File: src/rtl/flow_rr_arbiter_pkg.sv
// Shared types and helpers for the flow round-robin arbiter slice.
package flow_arb_pkg;

    typedef enum logic {
        IDLE = 1'b0,
        BUSY = 1'b1
    } arb_state_e;

    localparam int unsigned DEF_BW = 4;
    localparam int unsigned DEF_CW = 16;

    function automatic int unsigned id_width(input int unsigned n);
        return (n > 1) ? $clog2(n) : 1;
    endfunction

endpackage

File: src/rtl/flow_rr_arbiter_pick.sv
// Rotating-priority encoder: first set req scanning from ptr upward, wrapping mod NSRC.
module flow_rr_pick
    import flow_arb_pkg::*;
#(
    parameter  int unsigned NSRC = 2,
    localparam int unsigned IDW  = id_width(NSRC)
) (
    input  logic [NSRC-1:0] req,
    input  logic [IDW-1:0]  ptr,
    output logic            any,
    output logic [IDW-1:0]  idx
);

    int unsigned j;

    always_comb begin
        any = 1'b0;
        idx = '0;
        j   = 0;
        for (int unsigned k = 0; k < NSRC; k++) begin
            j = int'(ptr) + k;
            if (j >= NSRC) j = j - NSRC;
            if (!any && req[j]) begin
                any = 1'b1;
                idx = IDW'(j);
            end
        end
    end

endmodule

File: src/rtl/flow_rr_arbiter.sv
// Round-robin valid/ready arbiter with burst-limited grant hold in front of a flow converter.
module flow_rr_arbiter
    import flow_arb_pkg::*;
#(
    parameter  int unsigned NSRC   = 2,
    parameter  int unsigned DWIDTH = 8,
    parameter  int unsigned BW     = DEF_BW,
    parameter  int unsigned CW     = DEF_CW,
    localparam int unsigned IDW    = id_width(NSRC)
) (
    input  logic                   clk,
    input  logic                   rst,
    input  logic                   cfg_en,
    input  logic [BW-1:0]          cfg_burst,
    input  logic [NSRC-1:0]        src_val,
    output logic [NSRC-1:0]        src_rdy,
    input  logic [NSRC*DWIDTH-1:0] src_data,
    output logic                   dst_val,
    input  logic                   dst_rdy,
    output logic [DWIDTH-1:0]      dst_data,
    output logic [IDW-1:0]         dst_id,
    output logic [NSRC*CW-1:0]     xfer_cnt
);

    arb_state_e                   state_q, state_d;
    logic [IDW-1:0]               gnt_q, gnt_d;
    logic [IDW-1:0]               ptr_q, ptr_d;
    logic [BW-1:0]                beat_q, beat_d;
    logic [BW-1:0]                lim_q, lim_d;
    logic [NSRC-1:0][CW-1:0]      cnt_q, cnt_d;
    logic [NSRC-1:0][DWIDTH-1:0]  data_arr;
    logic                         pick_any;
    logic [IDW-1:0]               pick_idx;
    logic                         xfer;
    logic                         last_beat;

    assign data_arr = src_data;
    assign xfer_cnt = cnt_q;

    flow_rr_pick #(
        .NSRC (NSRC)
    ) u_pick (
        .req (src_val),
        .ptr (ptr_q),
        .any (pick_any),
        .idx (pick_idx)
    );

    always_comb begin
        state_d   = state_q;
        gnt_d     = gnt_q;
        ptr_d     = ptr_q;
        beat_d    = beat_q;
        lim_d     = lim_q;
        cnt_d     = cnt_q;
        dst_val   = 1'b0;
        src_rdy   = '0;
        dst_data  = '0;
        dst_id    = '0;
        xfer      = 1'b0;
        last_beat = 1'b0;

        case (state_q)
            IDLE: begin
                if (cfg_en && pick_any) begin
                    state_d = BUSY;
                    gnt_d   = pick_idx;
                    lim_d   = cfg_burst;
                    beat_d  = '0;
                end
            end
            BUSY: begin
                dst_id   = gnt_q;
                dst_data = data_arr[gnt_q];
                // Disable kills the handshake in the same cycle so no beat slips through.
                if (cfg_en) begin
                    dst_val        = src_val[gnt_q];
                    src_rdy[gnt_q] = dst_rdy;
                end
                xfer      = dst_val && dst_rdy;
                last_beat = (lim_q != '0) && (beat_q == lim_q - 1'b1);
                if (xfer) begin
                    cnt_d[gnt_q] = cnt_q[gnt_q] + 1'b1;
                    if (beat_q != '1) beat_d = beat_q + 1'b1;
                end
                if (!cfg_en || !src_val[gnt_q] || (xfer && last_beat)) begin
                    state_d = IDLE;
                    ptr_d   = (gnt_q == IDW'(NSRC - 1)) ? '0 : gnt_q + 1'b1;
                end
            end
            default: state_d = IDLE;
        endcase
    end

    always_ff @(posedge clk) begin
        if (rst) begin
            state_q <= IDLE;
            gnt_q   <= '0;
            ptr_q   <= '0;
            beat_q  <= '0;
            lim_q   <= '0;
            cnt_q   <= '0;
        end else begin
            state_q <= state_d;
            gnt_q   <= gnt_d;
            ptr_q   <= ptr_d;
            beat_q  <= beat_d;
            lim_q   <= lim_d;
            cnt_q   <= cnt_d;
        end
    end

endmodule

File: config.mk
export PLATFORM = sky130hd
export DESIGN_NAME = flow_rr_arbiter
export DESIGN_NICKNAME = d
export VERILOG_FILES = /design/src/rtl/flow_rr_arbiter_pkg.sv /design/src/rtl/flow_rr_arbiter_pick.sv /design/src/rtl/flow_rr_arbiter.sv
export SDC_FILE = /design/constraint.sdc
export NUM_CORES = 1
export LEC_CHECK = 0
export ABC_AREA = 1
export BUFFER_PORTS_ARGS = -buffer_cell sky130_fd_sc_hd__buf_2
export CORE_MARGIN = 4
export CORE_UTILIZATION = 27
export CTS_BUF_LIST = sky130_fd_sc_hd__clkbuf_4 sky130_fd_sc_hd__clkbuf_8 sky130_fd_sc_hd__clkbuf_16
export DETAILED_ROUTE_END_ITERATION = 10
export PLACE_DENSITY = 0.45
export SYNTH_ARGS = -nofsm -noshare
export SYNTH_HDL_FRONTEND = slang
export SYNTH_SLANG_ARGS = --single-unit
File: constraint.sdc
create_clock -name clk -period 1.9 [get_ports clk]
set_input_delay 0.095 -clock clk [delete_from_list [all_inputs] [get_ports clk]]
set_output_delay 0.095 -clock clk [all_outputs]
set_load 0.01 [all_outputs]
Word-level counts from Yosys, hierarchy flattened:

Cells that the tools add are included.

* register bits after elaboration: 43
* bits of input ports: 26
* output and inout port bits: 44
* logic and storage cells: 79

* $add $sub $neg: 7
* $lt $le $gt $ge: 6
* equality and inequality tests: 5
* multiplexer cells: 36
* bitwise logic cells: 2
* reductions and logical operators: 16

Operators by type and width (number)
* $lt A32 B2 Y1 const B: 2
* $mux W32: 2
* $mux W16: 3
* $bwmux W32: 1
* $ge A32 B2 Y1 const B: 1
* $sub A32 B2 Y32 const B: 1
* $mux W8: 3
* $mux W1: 18
* $add A16 B1 Y16 const B: 1
* $demux W16 S1: 1
* $mux W4: 3
* $pmux W4 S2: 1
* $logic_and A1 B1 Y1: 6
* $reduce_and A2 Y1: 3
* $add A4 B1 Y4 const B: 1
* $eq A4 B4 Y1: 1
* $mux W2: 2
* $ne A2 B1 Y1 const B: 2
* $ne A4 B4 Y1 const B: 1
* $reduce_bool A4 Y1: 1
* $sub A4 B1 Y4 const B: 1
* $logic_not A1 Y1: 3
* $reduce_and A3 Y1: 1
* $sub A1 B2 Y3 const B: 1
* 11 further kinds: 12

Longest topological paths before layout:

Gate-level depths: netlist of the first run.

* depth in word-level cells: 11
* gate-level depth with buffers: 13
* mapped depth without buffers: 12

Cells and area by module:

From an unflattened synthesis of the first run, not the netlist that was laid out.

* cells, all modules: 469
* area total of the unflattened synthesis: 2787.7 um^2

By module, submodules not included
* flow_rr_arbiter: instances 1, cells an instance 465, area each 2768.9 um^2, seq. area each 860.8 um^2
* flow_rr_pick: instances 1, cells an instance 4, area each 18.8 um^2, seq. area each 0.0 um^2

Worst setup path before layout of the first run:

Ideal clock, no wire load.

* path type: register to register
* start: register gnt_q
* end: register cnt_q, in the netlist xfer_cnt[30]
* setup time: 0.109 ns
* arrival time: 1.489 ns
* required time: 1.791 ns
* slack: 0.302 ns
* stages on the path, launching flop included: 13
* buffers on the path: 2
* clock period less this slack: 1.598 ns
* cells stage by stage: dfxtp_1 > buf_6 > buf_8 > nand2_1 > nand2_1 > ha_1 > nand3_2 > nor2_4 > nand3_1 > nand2_1 > nand3_1 > nand2_1 > inv_1

* cells in the longest elaborated chain, start to end: 6
* elaborated cells between the ends (all ways): 15
* those cells by class: add/sub: 1; order compare: 2; mux: 9; reduce/logical: 3

Ends and longest elaborated chain
* start, declared: line flow_rr_arbiter.sv:26 `logic [IDW-1:0] gnt_q, gnt_d;`
* start signal, assigned: line flow_rr_arbiter.sv:105 `gnt_q <= gnt_d;`
* branches (longest 6 deep; another with $add A16 B1 Y16)
* end signal, assigned: line flow_rr_arbiter.sv:109 `cnt_q <= cnt_d;`
* end, declared: line flow_rr_arbiter.sv:30 `logic [NSRC-1:0][CW-1:0] cnt_q, cnt_d;`

Several ways; the timed one is not identified. The select of a mux whose other input is x is not followed.
A chain may end at the register's enable or synchronous reset.

Final worst setup path of the first run:

Ends and elaborated chain as after synthesis.

==> impl_metrics.py, run 1 <==
metrics = {
    "floorplan": {
        "die-area_sq_um": 12300,
        "rows": 37,
        "ios": 70,
        "die-height_microns": 111,
        "start_util": 0.278,
        "fp.dieW_microns": 111,
        "core-area_sq_um": 10300,
    },
    "timing": {
        "tightestPinTransition_ns": 0.404,
        "hold_viol": 0,
        "finalSetupTns_ns": 0,
        "final-setup-viol-count": 0,
        "min_period_over_period": 0.858,
        "min_period_ns": 1.63,
        "relSlewSlack": 0.727,
        "max_freq_mhz": 613,
        "grt_setup_unrepaired": "no",
        "fin_skew_ns": 0.00833,
        "maxSlewViolCount": 0,
    },
    "yosys": {
        "yosysMostFrequentCell": "nand2_1",
        "yosys.area.top_type": "dfxtp_1",
        "synth_top_area_share": 0.300,
        "synth_common_cells": "nand2_1 (129), inv_1 (70), nor2_1 (52)",
        "yosys_warnings": 0,
        "postSynthAreaPerCell_sq_um": 6.16,
        "synth-main-ff-cell": "dfxtp_1",
        "ys_seq_area_frac": 0.300,
        "syn_area_sq_um": 2870,
        "synthCells": 466,
        "synth.distinct_cells": 28,
        "syn_nets": 496,
        "yosys-top-cells-area": "dfxtp_1 (30%), nand2_1 (17%), inv_1 (9.2%), nor2_1 (6.8%), nand3_1 (6.6%)",
        "synth-edff-count": 0,
        "async_flop_share": 0,
        "ys_ff_latch": 43,
    },
    "finish": {
        "antenna_cells": 0,
        "fin_util": 0.332,
        "multiInputGateArea_sq_um": 1580,
        "regArea_sq_um": 865,
        "nFillCells": 1182,
        "fin_nets": 564,
        "drive_above_1_share": 0.219,
        "area_growth_pct": 19.3,
    },
    "routing": {
        "routed_wl_microns": 8230,
        "wl_per_cell_microns": 12.3,
        "post_drt_via_cell_ratio": 4.48,
        "drt_pre_antenna_iters": 4,
        "ant_nets": 0,
        "num_vias": 3007,
        "remaining_drc_errors": 0,
        "drt_iter0_drc": 153,
    },
    "run": {
        "cap_viol_max_count": 0,
    },
    "clock_tree": {
        "clockBufferDepth": 2,
        "worstSkewPairLatency_ns": 0.30,
        "numClockSinks": 43,
        "clk_pin_slew_ns": 0.09,
        "cts-htree-levels": 2,
        "cts_tree": "yes",
        "cts_root_buf": "clkbuf_8",
        "cts_hold_buf": 0,
        "cts_made_buffers": 5,
    },
    "min_path": {
        "worst_hold_path_type": "in -> reg",
    },
    "placed_design": {
        "post-dp-hpwl_microns": 6280,
        "place_congestion": 0.805,
        "numPortBuffers": 69,
    },
    "power_and_ir_drop": {
        "ir_drop_v": 0.000261,
        "power_density_nw_per_um2": 532,
        "p_leak_nw": 1.69,
    },
    "outcome": {
        "status": "finished clean",
    },
    "global_route": {
        "antenna_found_initial": 0,
        "grt_max_degree": 31,
        "grt_pass1_vias": 2857,
        "grt_pass1_wl_microns": 13800,
        "track_usage": 0.133,
        "grt-ovfl-total": 0,
    },
    "worst_setup_path": {
        "required_ns": 2.10,
        "cp-start-kind": "register",
        "endpoint_kind": "register",
        "path_class": "reg -> reg",
        "arrival_ns": 1.84,
        "cp_max_fo": 17,
    },
}
## cells in the final DEF (no fill, tap or decap), types with 4 or more instances in the layout
cell      netlist  final
nand4_1         6      6
buf_2           2     69
buf_4           2      9
dfxtp_1        43     42
nand3_1        38     38
xor2_1          7      7
a21oi_1        35     35
ha_1            4      4
o21ai_0        25     25
nand2_1       129    129
nor2_1         52     52
nand2_2         5      5
inv_1          70     70
o21ai_2         5      5
o21ai_1         7      7
clkbuf_8        0      5
## path summary, 6_finish.rpt
kind | from | to | slack, ns | cells past startpoint
max reg2reg | gnt_q | xfer_cnt[30] | 0.27 | 12
max | gnt_q | xfer_cnt[30] | 0.27 | 12
min reg2reg | ptr_q | ptr_q | 0.50 | 2
min | cfg_burst[3] | lim_q[3] | 0.06 | 3
## flip-flops by register name, indices dropped and copies added, names as in the netlist
register	count
beat_q	4
gnt_q	1
lim_q	4
ptr_q	1
state_q	1
xfer_cnt	32
## power by group
part,total [mW],switching [mW],internal (mW)
clock,0.607,0.350,0.257
sequential,0.942,0.0208,0.921
combinational,0.276,0.174,0.102
## cells by family (layout without fill, tap and decap cells)
kind of cell    after synthesis  count (layout)  synth area share
simple gates                241             241             0.366
buf+inv                      94             163             0.149
compound gates               77              77             0.146
flops                        43              43             0.300
xor+xnor                      7               7            0.0214
fa+ha+maj                     4               4            0.0174
## what timing repair did
action	in CTS	in global routing
gates resized for setup	0	4
setup endpoints to repair	0	10
setup buffers	0	0
## per-layer routing
| layer | vias up | GRT usage | routed length [microns] |
|---|---|---|---|
| li1 | 1592 | - | - |
| met1 | 1341 | 0.179 | 4120 |
| met2 | 69 | 0.220 | 3650 |
| met3 | 5 | 0.0257 | 401 |
| met4 | 0 | 0.0349 | 58 |
| met5 | - | 0 | 0 |
## worst max-delay path, cell delays in order, from the launching register on
cell and delay [ns]:
dfxtp_4 0.42, inv_4 0.07, buf_4 0.20, nand2_1 0.10
nand2_2 0.07, inv_2 0.07, nand2_1 0.09, nor2_1 0.15
nand3_1 0.10, nand2_1 0.08, nand3_1 0.08, nand2_1 0.07
inv_1 0.03
## metrics by stage
| step | area [sq um] | instances | setup slack, ns | power [mW] | hold slack (ns) |
|---|---|---|---|---|---|
| global route | 3430 | 671 | 0.0457 | 1.94 | 0.0768 |
| finish | 3430 | 671 | 0.269 | 1.82 | 0.0631 |
| detailed placement | 3330 | 663 | 0.213 | 1.24 | 0.384 |
| global placement | 3330 | 663 | 0.246 | 1.24 | 0.371 |
| floorplan | 2870 | 466 | 0.302 | 1.15 | 0.273 |
| CTS | 3410 | 671 | 0.177 | 1.87 | 0.0537 |
## area by class of cell
type                       instances  share of cell area
clock buffer                       5              0.0201
sequential                        43               0.252
tap                              136              0.0497
timing repair buffer              80               0.127
inverter                          75              0.0833
multi-input combinational        329               0.462
clock inverter                     3             0.00584
Note: power is estimated with default switching activity, not from simulation.
==> run 2, diff against run 1 <==
--- a/config.mk
+++ b/config.mk
@@ -6,12 +6,12 @@
 export NUM_CORES = 1
 export LEC_CHECK = 0
 export ABC_AREA = 1
-export BUFFER_PORTS_ARGS = -buffer_cell sky130_fd_sc_hd__buf_2
+export BUFFER_PORTS_ARGS = -buffer_cell sky130_fd_sc_hd__buf_4
 export CORE_MARGIN = 4
 export CORE_UTILIZATION = 27
 export CTS_BUF_LIST = sky130_fd_sc_hd__clkbuf_4 sky130_fd_sc_hd__clkbuf_8 sky130_fd_sc_hd__clkbuf_16
 export DETAILED_ROUTE_END_ITERATION = 10
-export PLACE_DENSITY = 0.45
+export PLACE_DENSITY = 0.55
 export SYNTH_ARGS = -nofsm -noshare
 export SYNTH_HDL_FRONTEND = slang
 export SYNTH_SLANG_ARGS = --single-unit
==> impl_metrics.py, run 2 (synthesis gave the netlist of run 1 again) <==
metrics = {
    "worst_setup_path": {
        "endpoint_kind": "register",
        "reg2reg_from": "gnt_q",
        "slowest_delay_ns": 0.40,
        "crit_slowest_cell": "dfxtp_4",
        "required_ns": 2.11,
        "r2r_cells": 11,
        "cpMostUsedCell": "nand2_1",
        "arrival_ns": 1.85,
        "path_class": "reg -> reg",
        "cp-startpoint": "gnt_q",
        "critPathTopFamily": "simple AND/OR/NAND/NOR gates",
        "cp.depth": 11,
        "cp-start-kind": "register",
        "cp_max_fo": 10,
        "crit_chain": "inv_4 > nand2_1 > nand2_1 > ha_1 > nand3_2 > inv_2 > nand3_1 > nand2_1 > nand3_1 > nand2_1 > inv_1",
        "path_buf_inv": 3,
        "r2r_slack_ns": 0.26,
        "worstReg2RegEnd": "xfer_cnt[26]",
    },
    "timing": {
        "min_period_over_period": 0.864,
        "max_freq_mhz": 609,
        "maxSlewViolCount": 0,
        "hold_slack_ns": 0.0593,
        "fin_skew_ns": 0.00965,
        "grt_setup_unrepaired": "no",
        "final-setup-viol-count": 0,
        "min_period_ns": 1.64,
        "hold_viol": 0,
        "finalSetupTns_ns": 0,
        "relSlewSlack": 0.733,
        "tightestPinTransition_ns": 0.400,
    },
    "clock_tree": {
        "clk_pin_slew_ns": 0.09,
        "numClockSinks": 43,
        "cts_root_buf": "clkbuf_8",
        "cts_hold_buf": 0,
        "worstSkewPairLatency_ns": 0.31,
        "cts-htree-levels": 2,
        "cts_tree": "yes",
        "clockBufferDepth": 2,
        "cts_made_buffers": 5,
    },
    "global_route": {
        "grt_pass1_wl_microns": 13400,
        "grt_pass1_vias": 2839,
        "grt-ovfl-total": 0,
        "grt_max_degree": 32,
        "track_usage": 0.130,
        "antenna_found_initial": 0,
    },
    "placed_design": {
        "post-place-cells": 663,
        "place_congestion": 0.901,
        "post-dp-hpwl_microns": 6070,
        "numPortBuffers": 69,
    },
    "floorplan": {
        "die-area_sq_um": 12300,
        "fp.dieW_microns": 111,
        "ios": 70,
        "start_util": 0.278,
        "core-area_sq_um": 10300,
        "rows": 37,
        "die-height_microns": 111,
    },
    "finish": {
        "largest_register_ff_count": 32,
        "drive_above_1_share": 0.222,
        "fin_cells": 672,
        "fin_nets": 565,
        "layout_commonest_cell": "nand2_1",
        "final_cell_mix": "nand2_1 (129), buf_4 (79), inv_1 (70), nor2_1 (51), dfxtp_1 (42)",
        "area_growth_pct": 26.8,
        "antenna_cells": 0,
    },
    "min_path": {
        "min_path_cells": 3,
        "min_from": "cfg_burst[3]",
        "whs_endpoint": "lim_q[3]",
        "worst_hold_path_type": "in -> reg",
    },
    "power_and_ir_drop": {
        "ir_drop_v": 0.000396,
        "p_leak_nw": 1.74,
        "power_density_nw_per_um2": 549,
        "finalPower_mw": 2.00,
    },
    "outcome": {
        "status": "finished clean",
    },
    "routing": {
        "drt_iter0_drc": 169,
        "post_drt_via_cell_ratio": 4.51,
        "drt_pre_antenna_iters": 5,
        "wl_per_cell_microns": 11.9,
        "remaining_drc_errors": 0,
        "routed_wl_microns": 7980,
        "num_vias": 3028,
        "ant_nets": 0,
    },
    "run": {
        "cap_viol_max_count": 0,
    },
}
-- run 2: cell types whose count changed in the layout (fill, tap and decap cells not counted), sizes merged --
cell      change
clkinvlp      -1
inv           +2
buf           +1
bufinv        +1
clkinv        -2
-- run 2: stage by stage --
step / utilization / setup slack, ns / cell area [sq um]
after floorplan: - / 0.302 / 2870
after global placement: 0.340 / 0.136 / 3510
after detailed placement: 0.340 / 0.114 / 3510
after CTS: 0.351 / 0.103 / 3630
after global routing: 0.353 / 0.0407 / 3640
final: 0.353 / 0.257 / 3640
-- run 2: metal layers --
layer  vias up  global-route usage  part of all wire
li1       1593                   -                 -
met1      1355               0.171              0.49
met2        73               0.218              0.45
met3         7              0.0267             0.051
met4         0              0.0316             0.011
met5         -                   0                 0
-- run 2: worst max-delay path by stage --
stage | to | slack [ns]
finish | xfer_cnt[26] | 0.26
floorplan | xfer_cnt[30] | 0.30
global placement | xfer_cnt[30] | 0.14
detailed placement | xfer_cnt[14] | 0.11
global route | xfer_cnt[29] | 0.04
CTS | xfer_cnt[14] | 0.10
-- run 2: worst register-to-register path, delay by kind of cell (launching register included) --
family	cells	cell delay, ns
adder cells (fa/ha/maj)	1	0.22
buffers and inverters	3	0.27
flip-flops	1	0.40
AND/OR/NAND/NOR	7	0.66
-- run 2: report_power, final --
group / switching (mW) / total [mW] / internal [mW] / leakage (nW)
Clock: 0.359 / 0.756 / 0.396 / 0.0548
Sequential: 0.0219 / 0.943 / 0.921 / 0.349
Combinational: 0.171 / 0.300 / 0.129 / 1.33
Total: 0.552 / 2.00 / 1.45 / 1.74
-- run 2: timing repair --
| action | 4_1_cts | 5_1_grt |
|---|---|---|
| endpoints found under the setup margin | 0 | 13 |
| setup buffers | 0 | 1 |
| endpoints found under the hold margin | 0 | 0 |
| gates resized for setup | 0 | 4 |
-- run 2: layout make-up --
| type | instances | area [sq um] |
|---|---|---|
| Multi-Input combinational cell | 329 | 1580 |
| Clock buffer | 5 | 68.8 |
| Fill cell | 1162 | 6680 |
| Sequential cell | 43 | 865 |
| Timing Repair Buffer | 81 | 624 |
| Tap cell | 136 | 170 |
| Inverter | 75 | 284 |
| Clock inverter | 3 | 46.3 |
